===== src/rtl/sdram_init_monitor.sv =====
// SDRAM init-sequence monitor: decodes the command bus and checks the
// power-up/init order and timing. Optional macro: SDRAM_MON_MODE_CHECK_EN.
module sdram_init_monitor #(
  parameter int          SDRAM_ADDR_WIDTH = 12,
  parameter int          SDRAM_BANK_WIDTH = 2,
  parameter int          T_POWERUP        = 5000,
  parameter int          T_RP             = 2,
  parameter int          T_RFC            = 7,
  parameter int          T_MRD            = 2,
  parameter int          AREF_NUM         = 2,
  parameter logic [11:0] EXP_MODE         = 12'h032
) (
  input  logic                        Sys_clk,
  input  logic                        Rst,
  input  logic [3:0]                  Cmd_bus,
  input  logic [SDRAM_ADDR_WIDTH-1:0] A_addr,
  input  logic [SDRAM_BANK_WIDTH-1:0] Bank_addr,
  input  logic                        Init_done_in,
  output logic [2:0]                  Mon_cmd,
  output logic [3:0]                  Aref_cnt,
  output logic [2:0]                  Mode_cas_lat,
  output logic [2:0]                  Mode_burst_len,
  output logic                        Init_ok,
  output logic                        Init_err,
  output logic [2:0]                  Err_code
);

  localparam logic [2:0] C_NOP  = 3'd0;
  localparam logic [2:0] C_PRE  = 3'd1;
  localparam logic [2:0] C_AREF = 3'd2;
  localparam logic [2:0] C_LMR  = 3'd3;
  localparam logic [2:0] C_ACT  = 3'd4;
  localparam logic [2:0] C_RW   = 3'd5;
  localparam logic [2:0] C_BST  = 3'd6;

  localparam int TMAX0 = (T_RP > T_RFC) ? T_RP : T_RFC;
  localparam int TMAX  = (TMAX0 > T_MRD) ? TMAX0 : T_MRD;
  localparam int TW    = (TMAX > 1) ? $clog2(TMAX + 1) : 1;
  localparam int PW    = (T_POWERUP > 1) ? $clog2(T_POWERUP + 1) : 1;

  typedef enum logic [2:0] {
    S_PWR,
    S_TRP,
    S_AREF,
    S_TRFC,
    S_TMRD,
    S_DONE,
    S_ERR
  } state_t;

  state_t          r_state;
  logic [TW-1:0]   r_timer;
  logic [PW-1:0]   r_pwr_cnt;
  logic [2:0]      r_mon_cmd;
  logic [3:0]      r_aref_cnt;
  logic [2:0]      r_cas;
  logic [2:0]      r_bl;
  logic            r_init_ok;
  logic            r_init_err;
  logic [2:0]      r_err_code;

  logic [2:0]      w_cmd;
  logic            w_nop;
  logic            w_err7;
  logic            w_tmr_last;
  logic            w_aref_few;
  logic [11:0]     w_mode;
  logic            w_mode_bad;
  logic            w_unused;

  assign w_unused = ^{A_addr, Bank_addr};
  assign w_mode   = 12'(A_addr);

  // Decode the sampled command; deselect reads as NOP.
  always_comb begin
    w_cmd = C_NOP;
    if (!Cmd_bus[3]) begin
      case (Cmd_bus[2:0])
        3'b111:  w_cmd = C_NOP;
        3'b010:  w_cmd = C_PRE;
        3'b001:  w_cmd = C_AREF;
        3'b000:  w_cmd = C_LMR;
        3'b011:  w_cmd = C_ACT;
        3'b101:  w_cmd = C_RW;
        3'b100:  w_cmd = C_RW;
        3'b110:  w_cmd = C_BST;
        default: w_cmd = C_NOP;
      endcase
    end
  end

  assign w_nop      = (w_cmd == C_NOP);
  assign w_err7     = Init_done_in || (w_cmd == C_ACT) ||
                      (w_cmd == C_RW) || (w_cmd == C_BST);
  assign w_tmr_last = (r_timer <= TW'(1));
  assign w_aref_few = (int'(r_aref_cnt) < AREF_NUM);

`ifdef SDRAM_MON_MODE_CHECK_EN
  assign w_mode_bad = (w_mode != EXP_MODE) || (Bank_addr != '0);
`else
  assign w_mode_bad = 1'b0 & (^w_mode) & (^EXP_MODE);
`endif

  // Init-sequence FSM with registered outputs; first error is sticky.
  always_ff @(posedge Sys_clk) begin
    if (Rst) begin
      r_state    <= S_PWR;
      r_timer    <= '0;
      r_pwr_cnt  <= '0;
      r_mon_cmd  <= C_NOP;
      r_aref_cnt <= '0;
      r_cas      <= '0;
      r_bl       <= '0;
      r_init_ok  <= 1'b0;
      r_init_err <= 1'b0;
      r_err_code <= '0;
    end else begin
      r_mon_cmd <= w_cmd;
      if ((w_cmd == C_AREF) && (r_aref_cnt != 4'hF))
        r_aref_cnt <= r_aref_cnt + 4'd1;

      case (r_state)
        S_PWR: begin
          if (w_err7) begin
            r_state    <= S_ERR;
            r_init_err <= 1'b1;
            r_err_code <= 3'd7;
          end else if (w_nop) begin
            if (int'(r_pwr_cnt) < T_POWERUP)
              r_pwr_cnt <= r_pwr_cnt + PW'(1);
          end else if ((int'(r_pwr_cnt) < T_POWERUP) ||
                       (w_cmd != C_PRE)) begin
            r_state    <= S_ERR;
            r_init_err <= 1'b1;
            r_err_code <= 3'd1;
          end else if (!A_addr[10]) begin
            r_state    <= S_ERR;
            r_init_err <= 1'b1;
            r_err_code <= 3'd2;
          end else begin
            r_state <= (T_RP > 1) ? S_TRP : S_AREF;
            r_timer <= TW'(T_RP - 1);
          end
        end

        S_TRP: begin
          if (w_err7) begin
            r_state    <= S_ERR;
            r_init_err <= 1'b1;
            r_err_code <= 3'd7;
          end else if (!w_nop) begin
            r_state    <= S_ERR;
            r_init_err <= 1'b1;
            r_err_code <= 3'd3;
          end else if (w_tmr_last) begin
            r_state <= S_AREF;
          end else begin
            r_timer <= r_timer - TW'(1);
          end
        end

        S_AREF: begin
          if (w_err7) begin
            r_state    <= S_ERR;
            r_init_err <= 1'b1;
            r_err_code <= 3'd7;
          end else if (w_cmd == C_AREF) begin
            r_state <= (T_RFC > 1) ? S_TRFC : S_AREF;
            r_timer <= TW'(T_RFC - 1);
          end else if (w_cmd == C_PRE) begin
            if (!A_addr[10]) begin
              r_state    <= S_ERR;
              r_init_err <= 1'b1;
              r_err_code <= 3'd2;
            end else begin
              r_state <= (T_RP > 1) ? S_TRP : S_AREF;
              r_timer <= TW'(T_RP - 1);
            end
          end else if ((w_cmd == C_LMR) && !w_aref_few) begin
            if (w_mode_bad) begin
              r_state    <= S_ERR;
              r_init_err <= 1'b1;
              r_err_code <= 3'd6;
            end else begin
              r_cas   <= A_addr[6:4];
              r_bl    <= A_addr[2:0];
              r_state <= (T_MRD > 1) ? S_TMRD : S_DONE;
              r_timer <= TW'(T_MRD - 1);
            end
          end else if (!w_nop) begin
            r_state    <= S_ERR;
            r_init_err <= 1'b1;
            r_err_code <= 3'd4;
          end
        end

        S_TRFC: begin
          if (w_err7) begin
            r_state    <= S_ERR;
            r_init_err <= 1'b1;
            r_err_code <= 3'd7;
          end else if (!w_nop) begin
            r_state    <= S_ERR;
            r_init_err <= 1'b1;
            r_err_code <= 3'd4;
          end else if (w_tmr_last) begin
            r_state <= S_AREF;
          end else begin
            r_timer <= r_timer - TW'(1);
          end
        end

        S_TMRD: begin
          if (w_err7) begin
            r_state    <= S_ERR;
            r_init_err <= 1'b1;
            r_err_code <= 3'd7;
          end else if (!w_nop) begin
            r_state    <= S_ERR;
            r_init_err <= 1'b1;
            r_err_code <= 3'd5;
          end else if (w_tmr_last) begin
            r_state <= S_DONE;
          end else begin
            r_timer <= r_timer - TW'(1);
          end
        end

        S_DONE: r_init_ok <= 1'b1;

        S_ERR: r_init_ok <= 1'b0;

        default: r_state <= S_ERR;
      endcase
    end
  end

  assign Mon_cmd        = r_mon_cmd;
  assign Aref_cnt       = r_aref_cnt;
  assign Mode_cas_lat   = r_cas;
  assign Mode_burst_len = r_bl;
  assign Init_ok        = r_init_ok;
  assign Init_err       = r_init_err;
  assign Err_code       = r_err_code;

endmodule


===== config.mk =====
export PLATFORM = sky130hd
export DESIGN_NAME = sdram_init_monitor
export DESIGN_NICKNAME = d
export VERILOG_FILES = /design/src/rtl/sdram_init_monitor.sv
export SDC_FILE = /design/constraint.sdc
export NUM_CORES = 1
export LEC_CHECK = 0
export BUFFER_PORTS_ARGS = -buffer_cell sky130_fd_sc_hd__buf_2
export CORE_MARGIN = 2
export CORE_UTILIZATION = 42
export CTS_CLUSTER_DIAMETER = 150
export DETAILED_ROUTE_END_ITERATION = 16
export PLACE_DENSITY = 0.67
export SETUP_SLACK_MARGIN = 0.5
export SLEW_MARGIN = 0
export SYNTH_ARGS = -nofsm -noshare
export SYNTH_HDL_FRONTEND = slang
export SYNTH_SLANG_ARGS = --single-unit

===== constraint.sdc =====
create_clock -name Sys_clk -period 5 [get_ports Sys_clk]
set_input_delay 1 -clock Sys_clk [delete_from_list [all_inputs] [get_ports Sys_clk]]
set_output_delay 1 -clock Sys_clk [all_outputs]
set_load 0.01 [all_outputs]

Word level (Yosys, flattened, before mapping)
Memory sizes are Yosys's and may differ from the RTL's.
Cells that the tools add are included.

word-level totals
  flip-flop bits (word level) = 37
  bits in read-only memories = 24
  bits of input ports = 21
  output and inout port bits = 18
  word-level logic and storage cells = 128
  memories = 1

memories
  name              depth  width  read ports  clocked after Yosys merged registers in  write ports  RTL line  RTL
  (name not given)  8      3      1           0                                        0            78        case (Cmd_bus[2:0])

cells by class
  add/subtract/negate cells = 3
  magnitude comparators = 3
  equal/unequal tests = 30
  multiplexer cells = 56
  bitwise operators = 4
  reductions and logical operators = 21

operators with widths
  operator                                                                      count
  3-bit two-way mux                                                             41
  3-bit one-hot mux with 5 select lines                                         2
  3-bit == test, second input constant                                          6
  4-bit != test, second input constant                                          4
  13-bit by 1-bit adder with 13-bit output, second input constant               1
  13-bit less-than comparator, second input constant                            1
  3-bit by 2-bit == test with 1-bit output, second input constant               4
  2-bit != test, second input constant                                          6
  3-bit != test, second input constant                                          4
  1-bit two-way mux                                                             10
  5-bit AND reduction                                                           2
  3-bit one-hot mux with 3 select lines                                         1
  9-bit AND reduction                                                           1
  4-bit AND reduction                                                           2
  3-bit by 1-bit == test with 1-bit output, second input constant               2
  3-bit zero test                                                               2
  6-bit != test, second input constant                                          1
  6-bit AND reduction                                                           1
  5-bit nonzero test                                                            1
  4-bit by 1-bit adder with 4-bit output, second input constant                 1
  1-bit logical OR                                                              4
  4-bit by 2-bit less-than comparator with 1-bit output, second input constant  1
  4-bit by 2-bit != test with 1-bit output, second input constant               1
  1-bit NOT                                                                     4
  12 further kinds                                                              14

Longest topological paths before layout
Gate-level depths: netlist of the first run.
An unclocked memory read counts as a cell.

  word-level depth = 9
  gate-level depth with buffers = 8
  gate-level depth less buffers = 7

Worst setup path before layout of the first run
Ideal clock, no wire load.

  kind = in2reg
  start = input Cmd_bus[2]
  end = register r_pwr_cnt[10]
  library setup time = 71 ps
  data arrival time = 2637 ps
  data required time = 4929 ps
  setup slack = 2292 ps
  stages on the path = 6
  path buffers = 1
  cells stage by stage = buf_2 -> a31oi_1 -> or2_2 -> or4_1 -> or3_1 -> a21oi_1

on the way
  word-level cells in the longest chain between the ends = 8
  elaborated cells between the ends (all ways) = 11
  those cells by class = eq/ne: 3; mux: 1; bitwise: 1; reduce/logical: 5; memory: 1

ends and longest elaborated chain
  element                                 RTL line  RTL
  from (decl)                             15        input logic [3:0] Cmd_bus,
  memory read 8 x 3 bit *                 n/a
  3-bit two-way mux *                     77        if (!Cmd_bus[3]) begin
  3-bit == test                           93        assign w_err7 = Init_done_in || (w_cmd == C_ACT) ||
  1-bit logical OR (2 in series)          93
  1-bit logical OR                        94        (w_cmd == C_RW) || (w_cmd == C_BST);
  1-bit NOT (no source line)              n/a
  4-bit AND reduction (no source line) *  n/a
  to (signal assigned)                    130       r_pwr_cnt <= r_pwr_cnt + PW'(1);
  to (decl)                               53        logic [PW-1:0] r_pwr_cnt;

Every way passes the cells marked *; elsewhere a longest branch is shown, timed or not.
A chain may end at the register's enable or synchronous reset.

Worst setup path in the final report of the first run
Ends and elaborated chain as after synthesis.

==> metrics.md, run 1 <==
| Metric | Value |
|---|---|
| Syn. warnings | `0` |
| Area grow syn2layout | `10.3%` |
| Clk Latency, worst-skew pair | `around 0.29 ns` |
| # Max-Cap Violations | `0` |
| EDFF count, synth | `0` |
| Final wirelength | `5810 µm` |
| Core ar. | `5440 µm²` |
| Hold Path Class | `flop to flop` |
| Main combinational cell family by area after synthesis | `simple AND/OR/NAND/NOR gates` |
| Adder-cell share of the synthesized area | `0.0214` |
| Worst slew margin | `0.210` |
| Sw Ratio | `0.413` |
| Synth area leader | `dfxtp_1` |
| P per Cell Area | `between 400 and 500 nW/µm²` |
| Gate count after technology mapping | `~300` |
| Critical-path cell list | `buf_2 > a31oi_1 > or2_2 > or4_1 > or3_1 > a21oi_1` |
| Final Hold Vio Count | `0` |
| Bufs and invs on worst path | `1` |
| Die Area | `about 6200 µm²` |
| Largest net degree at the start of global routing | `39` |
| Top cell type's share of synthesized area | `0.317` |
| # setup viols final | `0` |
| Placed Area | `2490 µm²` |
| Setup_tns | `0 ns` |
| Initial DRC Count | `247` |
| Routability cong. | `between 0.8 and 0.9` |
| Clk root buf | `clkbuf_8` |
| Register Area | `~740 µm²` |
| Synth unique cells | `61` |
| Fillers | `roughly 530` |
| Clk slew on worst S/H paths | `approximately 0.070 ns` |
| Global-route wire length before repair | `9720 µm` |
| CP max-delay cell | `or4_1` |
| Synth Area in XOR/XNOR | `0.0450` |
| H-tree levels | `2` |
| Max Slew Vio Count | `0` |
| RSZ-0062 raised after global routing | `false` |
| Number of setup buffers added after CTS | `0` |
| Final setup margin | `between 2 and 2.5 ns` |
| Crit Path Max Fanout | `17` |
| Layout cells sized above 1 | `0.163` |
| Dpl hpwl | `between 4000 and 5000 µm` |
| Clock Sinks | `37` |
| WP data required | `5.22 ns` |
| CP Class | `input port to flop` |
| Die H | `78.6 µm` |
| Final worst path period share | `0.579` |
| Leak Pwr | `about 0.9 nW` |
| Total Routing Usage GR | `0.198` |
| Synth Area in Compound Gates | `0.252` |
| Psw | `between 0.4 and 0.5 mW` |
| Ant diodes | `0` |
| Pint | `between 0.6 and 0.7 mW` |
| Clock Path Buffers | `2` |
| Die width | `between 70 and 80 µm` |
| Synth async-reset ratio | `0` |
| Post-Syn Area per Cell | `between 7 and 8 µm²` |
| Tmin final | `2.90 ns` |
| Initial antenna violation count | `0` |
| Comb power frac | `0.407` |
| Remaining global-route overflow | `0` |
| Initial Util | `0.429` |
| Remaining DRCs | `0` |
| Fin area | `about 2600 µm²` |
| Sequential share of power | `0.389` |
| Drt pass-1 iters | `4` |
| Worst slew pin tran | `1.17 ns` |
| Multiplexer area fraction after synthesis | `0` |
| Seq/Total Area, Yosys | `0.317` |
| Clock power frac | `0.204` |
| Post-CTS Resized | `0` |
| Core Rows | `27` |
| Final nets | `345` |
| Simple-gate area share of the yosys netlist | `0.304` |
| IO Port Bufs | `31` |
| Ys flop type | `dfxtp_1` |
| Fmax | `about 0.35 GHz` |
| Worst vdd ir | `roughly 0.21 mV` |
| Hold-fix buffers, CTS | `0` |
| Family with the most delay on the worst path | `simple AND/OR/NAND/NOR gates` |
| DR WL/cell | `around 15 µm` |
| Pre-CTS setup slack | `1.83 ns` |
| Num CTS Buffers | `5` |
| Post-synth net total | `328` |
| Multi-input logic area | `roughly 1500 µm²` |
| Vias in the first global route | `a little over 2000` |
| Arrival @ worst endpoint | `3.12 ns` |
| Status | `finished, final reports clean` |
| Post-DR vias/cell | `just under 6` |
| FF+latch count, synth | `37` |
| Count leader, synth | `dfxtp_1` |
| I/O Pins | `39` |
| Area contributors post-synth | `dfxtp_1 32%, nor2_1 5.1%, a21oi_1 4.9%` |
| ANT nets after route | `0` |
| Synth cell count leaders | `37 x dfxtp_1, 32 x nor2_1, 27 x nand2_1` |
| Worst Skew | `around 0.0068 ns` |
| Crit end category | `flop` |
| Delay of the slowest cell on the worst path | `~0.62 ns` |
| Mapped Area | `2340 µm²` |
| Critical Path Source Type | `input port` |
| CTS tree | `done` |
| Detailed-route via count | `roughly 2300` |
sequential cells by signal (all words and copies together) (netlist names):
signal	flops
r_pwr_cnt	13
Aref_cnt	4
Err_code	3
Mode_burst_len	3
Mode_cas_lat	3
Mon_cmd	3
r_state	3
r_timer	3
Init_err	1
Init_ok	1
cell usage in the layout, fill, tap and decap left out, drive strengths merged, types with 3 or more instances in the layout:
cell type  netlist  layout
o21ai           19      19
clkbuf          14       6
nand3            7       7
a211oi           6       6
a21oi           23      23
nor2b            3       3
or3              7       7
and2             3       3
o32ai            4       4
o211ai           4       4
nor2            32      32
a31oi            6       6
nand2b           3       3
or4b             4       4
ha               4       4
nor4             8       8
xnor2           10      10
or4              5       5
or3b             3       3
dfxtp           37      37
nand4            3       3
buf              7      31
nor3            15      15
nand2           27      27
inv             13      13
logic make-up after synthesis:
family / after synthesis
xor+xnor: 12
simple gates: 128
buf+inv: 34
fa+ha+maj: 4
flops: 37
compound gates: 88
stage by stage:
stage | hold WS (ns) | power [mW] | util | cells
floorplan | 0.456 | 0.748 | - | 303
global placement | 0.435 | 0.837 | 0.457 | 385
detailed placement | 0.444 | 0.843 | 0.457 | 385
CTS | 0.454 | 1.06 | 0.474 | 392
global route | 0.461 | 1.14 | 0.474 | 392
finish | 0.451 | 1.06 | 0.474 | 392
power by group through the flow:
stage | registers (mW) | clock network, mW | logic, mW
3_5_place_dp | 0.417 | 0 | 0.426
3_3_place_gp | 0.417 | 0 | 0.421
2_1_floorplan | 0.369 | 0 | 0.380
5_1_grt | 0.421 | 0.235 | 0.484
6_report | 0.413 | 0.217 | 0.431
4_1_cts | 0.410 | 0.223 | 0.427
path summary, 6_finish.rpt:
path	startpoint	endpoint	slack (ns)	depth (start not counted)
worst max-delay path	Cmd_bus[2]	r_pwr_cnt[10]	2.10	6
worst min-delay path	Mode_cas_lat[2]	Mode_cas_lat[2]	0.45	2
worst max register to register	r_state[1]	Err_code[2]	2.24	5
worst min register to register	Mode_cas_lat[2]	Mode_cas_lat[2]	0.45	2
final cells by class:
class	count	share of cell area
tap	72	0.0350
clock inverter	1	0.00291
multi-input combinational	232	0.564
timing repair buffer	31	0.0602
inverter	13	0.0189
clock buffer	6	0.0320
sequential	37	0.287
worst min-delay path: stages, from the launching register on:
cell,delay (ns)
dfxtp_1,0.31
nand2_1,0.05
a21oi_1,0.05
per-layer routing:
metal	routed length, µm	GRT usage	share of wire	vias to the layer above
met4	116	0.0860	0.020	0
met5	0	0	0	-
met3	344	0.0448	0.059	8
li1	-	-	-	1150
met2	2740	0.315	0.47	66
met1	2610	0.255	0.45	1084
Power figures use the tool's default switching activity.
==> run 2, diff against run 1 <==
--- a/config.mk
+++ b/config.mk
@@ -10,7 +10,7 @@
 export CORE_UTILIZATION = 42
 export CTS_CLUSTER_DIAMETER = 150
 export DETAILED_ROUTE_END_ITERATION = 16
-export PLACE_DENSITY = 0.67
+export PLACE_DENSITY = 0.7
 export SETUP_SLACK_MARGIN = 0.5
 export SLEW_MARGIN = 0
 export SYNTH_ARGS = -nofsm -noshare
==> constraint.sdc (replaced) <==
create_clock -name Sys_clk -period 2.4 [get_ports Sys_clk]
set_input_delay 0.48 -clock Sys_clk [delete_from_list [all_inputs] [get_ports Sys_clk]]
set_output_delay 0.48 -clock Sys_clk [all_outputs]
set_load 0.01 [all_outputs]
==> metrics.md, run 2 (synthesized netlist as in run 1, its figures left out) <==
| Metric | Value |
|---|---|
| Drt pass-1 iters | `5` |
| I/O Pins | `39` |
| Clk root buf | `clkbuf_8` |
| Worst vdd ir | `0.439 mV` |
| Hold Path Class | `input port to flop` |
| Fin area | `3010 µm²` |
| Number of flip-flops in the largest register | `13` |
| Layout cells sized above 1 | `0.320` |
| Core Rows | `27` |
| Worst slew margin | `0.618` |
| Dpl hpwl | `between 4000 and 5000 µm` |
| Critical-path cell list | `nor4_4 > o211ai_1 > or4_4 > or3_4 > a21oi_2` |
| Total Routing Usage GR | `0.202` |
| Post-DR vias/cell | `slightly below 6` |
| Num CTS Buffers | `5` |
| Detailed-route via count | `~2400` |
| Crit end category | `flop` |
| Family with the most delay on the worst path | `simple AND/OR/NAND/NOR gates` |
| Most frequent cells in the layout | `32 x nor2_1, 31 x buf_2, 29 x dfxtp_1, 27 x nand2_1, 24 x buf_4` |
| Worst Skew | `0.00497 ns` |
| Fmax | `around 0.52 GHz` |
| Dpl cells | `about 400` |
| Initial DRC Count | `331` |
| CP Class | `flop to flop` |
| Endpoint, Worst Hold | `Mode_cas_lat[0]` |
| Global-route wire length before repair | `10100 µm` |
| Initial antenna violation count | `1` |
| DR WL/cell | `15.0 µm` |
| Initial Util | `0.429` |
| Hold-fix buffers, CTS | `0` |
| Clk slew on worst S/H paths | `about 0.08 ns` |
| Commonest non-fill, non-tap cell in the layout | `nor2_1` |
| RSZ-0062 raised after global routing | `true` |
| ANT nets after route | `0` |
| Clock Sinks | `37` |
| Hold Crit Start | `A_addr[4]` |
| # Max-Cap Violations | `0` |
| Remaining DRCs | `0` |
| H-tree levels | `2` |
| Bufs and invs on worst path | `0` |
| Worst slew pin tran | `approximately 0.57 ns` |
| Reg-to-reg startpoint | `r_pwr_cnt[3]` |
| Placed Area | `roughly 2700 µm²` |
| Die width | `78.6 µm` |
| Die H | `roughly 79 µm` |
| Ant diodes | `0` |
| Arrival @ worst endpoint | `2.14 ns` |
| FF-to-FF End | `r_pwr_cnt[9]` |
| Setup_tns | `0 ns` |
| Status | `finished, final reports clean` |
| Tmin final | `between 1.5 and 2 ns` |
| Die Area | `approximately 6200 µm²` |
| Final worst path period share | `0.799` |
| Clock Path Buffers | `2` |
| Core ar. | `~5400 µm²` |
| # setup viols final | `0` |
| Remaining global-route overflow | `0` |
| Final Hold Vio Count | `0` |
| Hold slack | `around 0.42 ns` |
| Hold Path Depth | `3` |
| Fillers | `just over 500` |
| Leak Pwr | `1.08 nW` |
| Delay of the slowest cell on the worst path | `~0.56 ns` |
| Critical Path Source Type | `flop` |
| Final nets | `roughly 370` |
| IO Port Bufs | `31` |
| Routability cong. | `around 0.96` |
| Reg with most FFs | `r_pwr_cnt` |
| WP depth | `5` |
| Clk Latency, worst-skew pair | `slightly below 0.3 ns` |
| P per Cell Area | `860 nW/µm²` |
| Area grow syn2layout | `28.8%` |
| Final core occ | `0.553` |
| CTS tree | `done` |
| Vias in the first global route | `between 2000 and 2500` |
| Final wirelength | `6290 µm` |
| Reg2reg path depth | `5` |
| R2R setup slack | `~0.48 ns` |
| Largest net degree at the start of global routing | `23` |
| Max Slew Vio Count | `0` |
| Non-Filler Instances | `roughly 420` |
| Crit Path Max Fanout | `4` |
| WP data required | `~2.6 ns` |
| CP max-delay cell | `or4_4` |
## run 2: changes by cell type in the layout (fill, tap and decap cells not counted), sizes merged
cell,delta
buf,+26
clkinv,+2
clkinvlp,-1
## run 2: per-stage QoR
stage               worst slack [ns]  power (mW)
floorplan                      0.345        1.58
global placement               0.188        1.87
detailed placement             0.172        1.89
CTS                            0.489        2.39
global route                   0.372        2.75
finish                         0.484        2.59
## run 2: worst reg2reg max path: cells and delay by family (launching register included)
kind | cells | cell delay (ns)
compound gates | 2 | 0.30
flops | 1 | 0.36
simple gates | 3 | 1.19
## run 2: repair_timing
item	CTS	global route
buffers inserted	2	5
gates resized for setup	9	28
pin swaps	6	14
gates cloned	0	0
setup endpoints to repair	19	24
## run 2: worst max path at each step
stage | startpoint | to | slack (ns)
CTS | r_state[2] | r_timer[2] | 0.49
finish | r_pwr_cnt[3] | r_pwr_cnt[9] | 0.48
global route | r_pwr_cnt[3] | r_pwr_cnt[9] | 0.37
floorplan | Cmd_bus[2] | Err_code[2] | 0.35
detailed placement | Cmd_bus[0] | r_state[2] | 0.17
global placement | Cmd_bus[0] | r_state[2] | 0.19
## run 2: where the power goes
| part | switching, mW | leakage (nW) | internal, mW | total, mW |
|---|---|---|---|---|
| Clock | 0.230 | 0.0512 | 0.233 | 0.463 |
| Sequential | 0.107 | 0.305 | 0.699 | 0.806 |
| Combinational | 0.738 | 0.723 | 0.580 | 1.32 |
| Total | 1.08 | 1.08 | 1.51 | 2.59 |
## run 2: per-layer routing
metal / GRT usage / wire (µm) / up-vias
li1: - / - / 1207
met1: 0.287 / 2930 / 1144
met2: 0.308 / 2920 / 80
met3: 0.0402 / 333 / 17
met4: 0.0596 / 110 / 0
met5: 0 / 0 / -
## run 2: cell type report
cell class / instances / area, µm² / area share
repair buffers: 57 / 358 / 0.119
multi-input cells: 232 / 1660 / 0.551
well taps: 72 / 90.1 / 0.0299
clock buffers: 6 / 82.6 / 0.0274
flip-flops and latches: 37 / 758 / 0.252
clock inverters: 2 / 13.8 / 0.00457
inverters: 13 / 48.8 / 0.0162
==> run 3, diff against run 2 <==
--- a/config.mk
+++ b/config.mk
@@ -10,7 +10,7 @@
 export CORE_UTILIZATION = 42
 export CTS_CLUSTER_DIAMETER = 150
 export DETAILED_ROUTE_END_ITERATION = 16
-export PLACE_DENSITY = 0.7
+export PLACE_DENSITY = 0.67
 export SETUP_SLACK_MARGIN = 0.5
 export SLEW_MARGIN = 0
 export SYNTH_ARGS = -nofsm -noshare
==> constraint.sdc (replaced) <==
create_clock -name Sys_clk -period 1.9 [get_ports Sys_clk]
set_input_delay 0.38 -clock Sys_clk [delete_from_list [all_inputs] [get_ports Sys_clk]]
set_output_delay 0.38 -clock Sys_clk [all_outputs]
set_load 0.01 [all_outputs]
==> metrics.md, run 3 (synthesized netlist as in run 1, its figures left out) <==
| Metric | Value |
|---|---|
| Status | `finished, violations left` |
| Failing checks | `setup timing` |
| # Max-Cap Violations | `0` |
| Reg-to-reg startpoint | `r_pwr_cnt[9]` |
| Critical Path Source Type | `flop` |
| Ant diodes | `0` |
| Hold-fix buffers, CTS | `0` |
| Most used cell, CP | `buf_4` |
| Final nets | `419` |
| Placed Area | `~3000 µm²` |
| CTS tree | `done` |
| Final core occ | `0.688` |
| Worst slew margin | `0.645` |
| Core Rows | `27` |
| RSZ-0062 raised after global routing | `true` |
| Final setup margin | `-0.155 ns` |
| CP Capture Point | `r_timer[0]` |
| Worst setup startpoint | `r_pwr_cnt[9]` |
| IO Port Bufs | `31` |
| Global-route wire length before repair | `roughly 13000 µm` |
| Num CTS Buffers | `5` |
| Critical-path cell list | `nand4_1 > o211ai_1 > buf_4 > buf_4 > buf_4 > o221ai_4 > a211o_1 > buf_4 > o32ai_1` |
| Commonest non-fill, non-tap cell in the layout | `buf_4` |
| Layout cells sized above 1 | `0.509` |
| Clk Latency, worst-skew pair | `slightly above 0.3 ns` |
| Final Hold Vio Count | `0` |
| Hold slack | `between 0.3 and 0.4 ns` |
| P per Cell Area | `about 1100 nW/µm²` |
| Remaining global-route overflow | `0` |
| Total Routing Usage GR | `0.264` |
| Initial Util | `0.429` |
| Delay of the slowest cell on the worst path | `between 0.3 and 0.4 ns` |
| Max Slew Vio Count | `0` |
| Worst Skew | `0.0148 ns` |
| Area grow syn2layout | `60.2%` |
| Fin area | `about 3700 µm²` |
| Final wirelength | `between 9000 and 10000 µm` |
| CP max-delay cell | `o211ai_1` |
| Remaining DRCs | `0` |
| Dpl hpwl | `a little over 5000 µm` |
| Routability cong. | `between 0.9 and 1` |
| CP Class | `flop to flop` |
| Clock Path Buffers | `2` |
| Clk root buf | `clkbuf_8` |
| Most frequent cells in the layout | `63 x buf_4, 28 x nor2_1, 27 x buf_2, 25 x dfxtp_1, 20 x nand2_1` |
| Clock Sinks | `37` |
| Tmin final | `approximately 2 ns` |
| Leak Pwr | `~1.4 nW` |
| Core ar. | `between 5000 and 6000 µm²` |
| Total power | `approximately 4.2 mW` |
| Largest net degree at the start of global routing | `25` |
| FF-to-FF End | `r_timer[0]` |
| Reg with most FFs | `r_pwr_cnt` |
| Setup_tns | `-0.633 ns` |
| Die width | `roughly 79 µm` |
| DR WL/cell | `a little under 20 µm` |
| Arrival @ worst endpoint | `approximately 2.3 ns` |
| Hold Path Class | `input port to flop` |
| Die H | `slightly below 80 µm` |
| Drt pass-1 iters | `6` |
| WP data required | `between 2 and 2.5 ns` |
| # setup viols final | `7` |
| Reg2reg path depth | `9` |
| I/O Pins | `39` |
| R2R setup slack | `-0.16 ns` |
| ANT nets after route | `0` |
| Initial DRC Count | `approximately 280` |
| Vias in the first global route | `2716` |
| Crit Path Max Fanout | `4` |
| H-tree levels | `2` |
| Post-DR vias/cell | `6.22` |
| Number of flip-flops in the largest register | `13` |
| Clk slew on worst S/H paths | `around 0.080 ns` |
| Worst vdd ir | `0.738 mV` |
| Die Area | `6170 µm²` |
| Worst slew pin tran | `roughly 0.53 ns` |
| Fmax | `just under 0.5 GHz` |
| Initial antenna violation count | `0` |
| Final worst path period share | `1.08` |
| Crit end category | `flop` |
| Detailed-route via count | `approximately 2900` |
[run 3: critical path, delay by kind of cell (launching register included)]
| family | cells | cell delay, ns |
|---|---|---|
| flops | 1 | 0.35 |
| simple gates | 1 | 0.18 |
| buf+inv | 4 | 0.54 |
| compound gates | 4 | 0.88 |
[run 3: where the power goes]
part / internal (mW) / switching (mW) / leakage (nW)
registers: 0.890 / 0.132 / 0.308
logic: 1.21 / 1.33 / 1.07
clock network: 0.295 / 0.337 / 0.0512
total: 2.39 / 1.80 / 1.42
[run 3: area by class of cell]
| class | count | area, µm² |
|---|---|---|
| multi-input cells | 232 | 1950 |
| fillers | 416 | 1700 |
| repair buffers | 105 | 791 |
| flip-flops and latches | 37 | 766 |
| well taps | 72 | 90.1 |
| clock buffers | 6 | 82.6 |
| inverters | 13 | 48.8 |
| clock inverters | 2 | 13.8 |
[run 3: how the worst min path moves through the flow]
stage | from | end | slack, ns | depth (start not counted)
floorplan | r_pwr_cnt[12] | r_pwr_cnt[12] | 0.46 | 1
global placement | Mode_cas_lat[0] | Mode_cas_lat[0] | 0.44 | 2
detailed placement | Mode_cas_lat[0] | Mode_cas_lat[0] | 0.44 | 2
CTS | A_addr[5] | Mode_cas_lat[1] | 0.33 | 3
global route | A_addr[1] | Mode_burst_len[1] | 0.33 | 3
finish | A_addr[5] | Mode_cas_lat[1] | 0.33 | 3
[run 3: stage by stage]
step | worst slack, ns | instances
5_1_grt | -0.219 | 467
6_report | -0.155 | 467
3_3_place_gp | -0.138 | 438
2_1_floorplan | -0.0871 | 303
4_1_cts | 0.0213 | 460
3_5_place_dp | -0.148 | 438
[run 3: timing repair]
action	in CTS	in global routing
setup endpoints to repair	30	30
gates resized for setup	67	44
setup buffers	14	7
pin swaps	35	22
[run 3: layer usage]
metal  track usage  part of all wire  vias up
met5             0                 0        -
met4         0.119             0.049        0
met3        0.0575             0.085       56
met2         0.427              0.49      181
met1         0.336              0.38     1370
li1              -                 -     1298
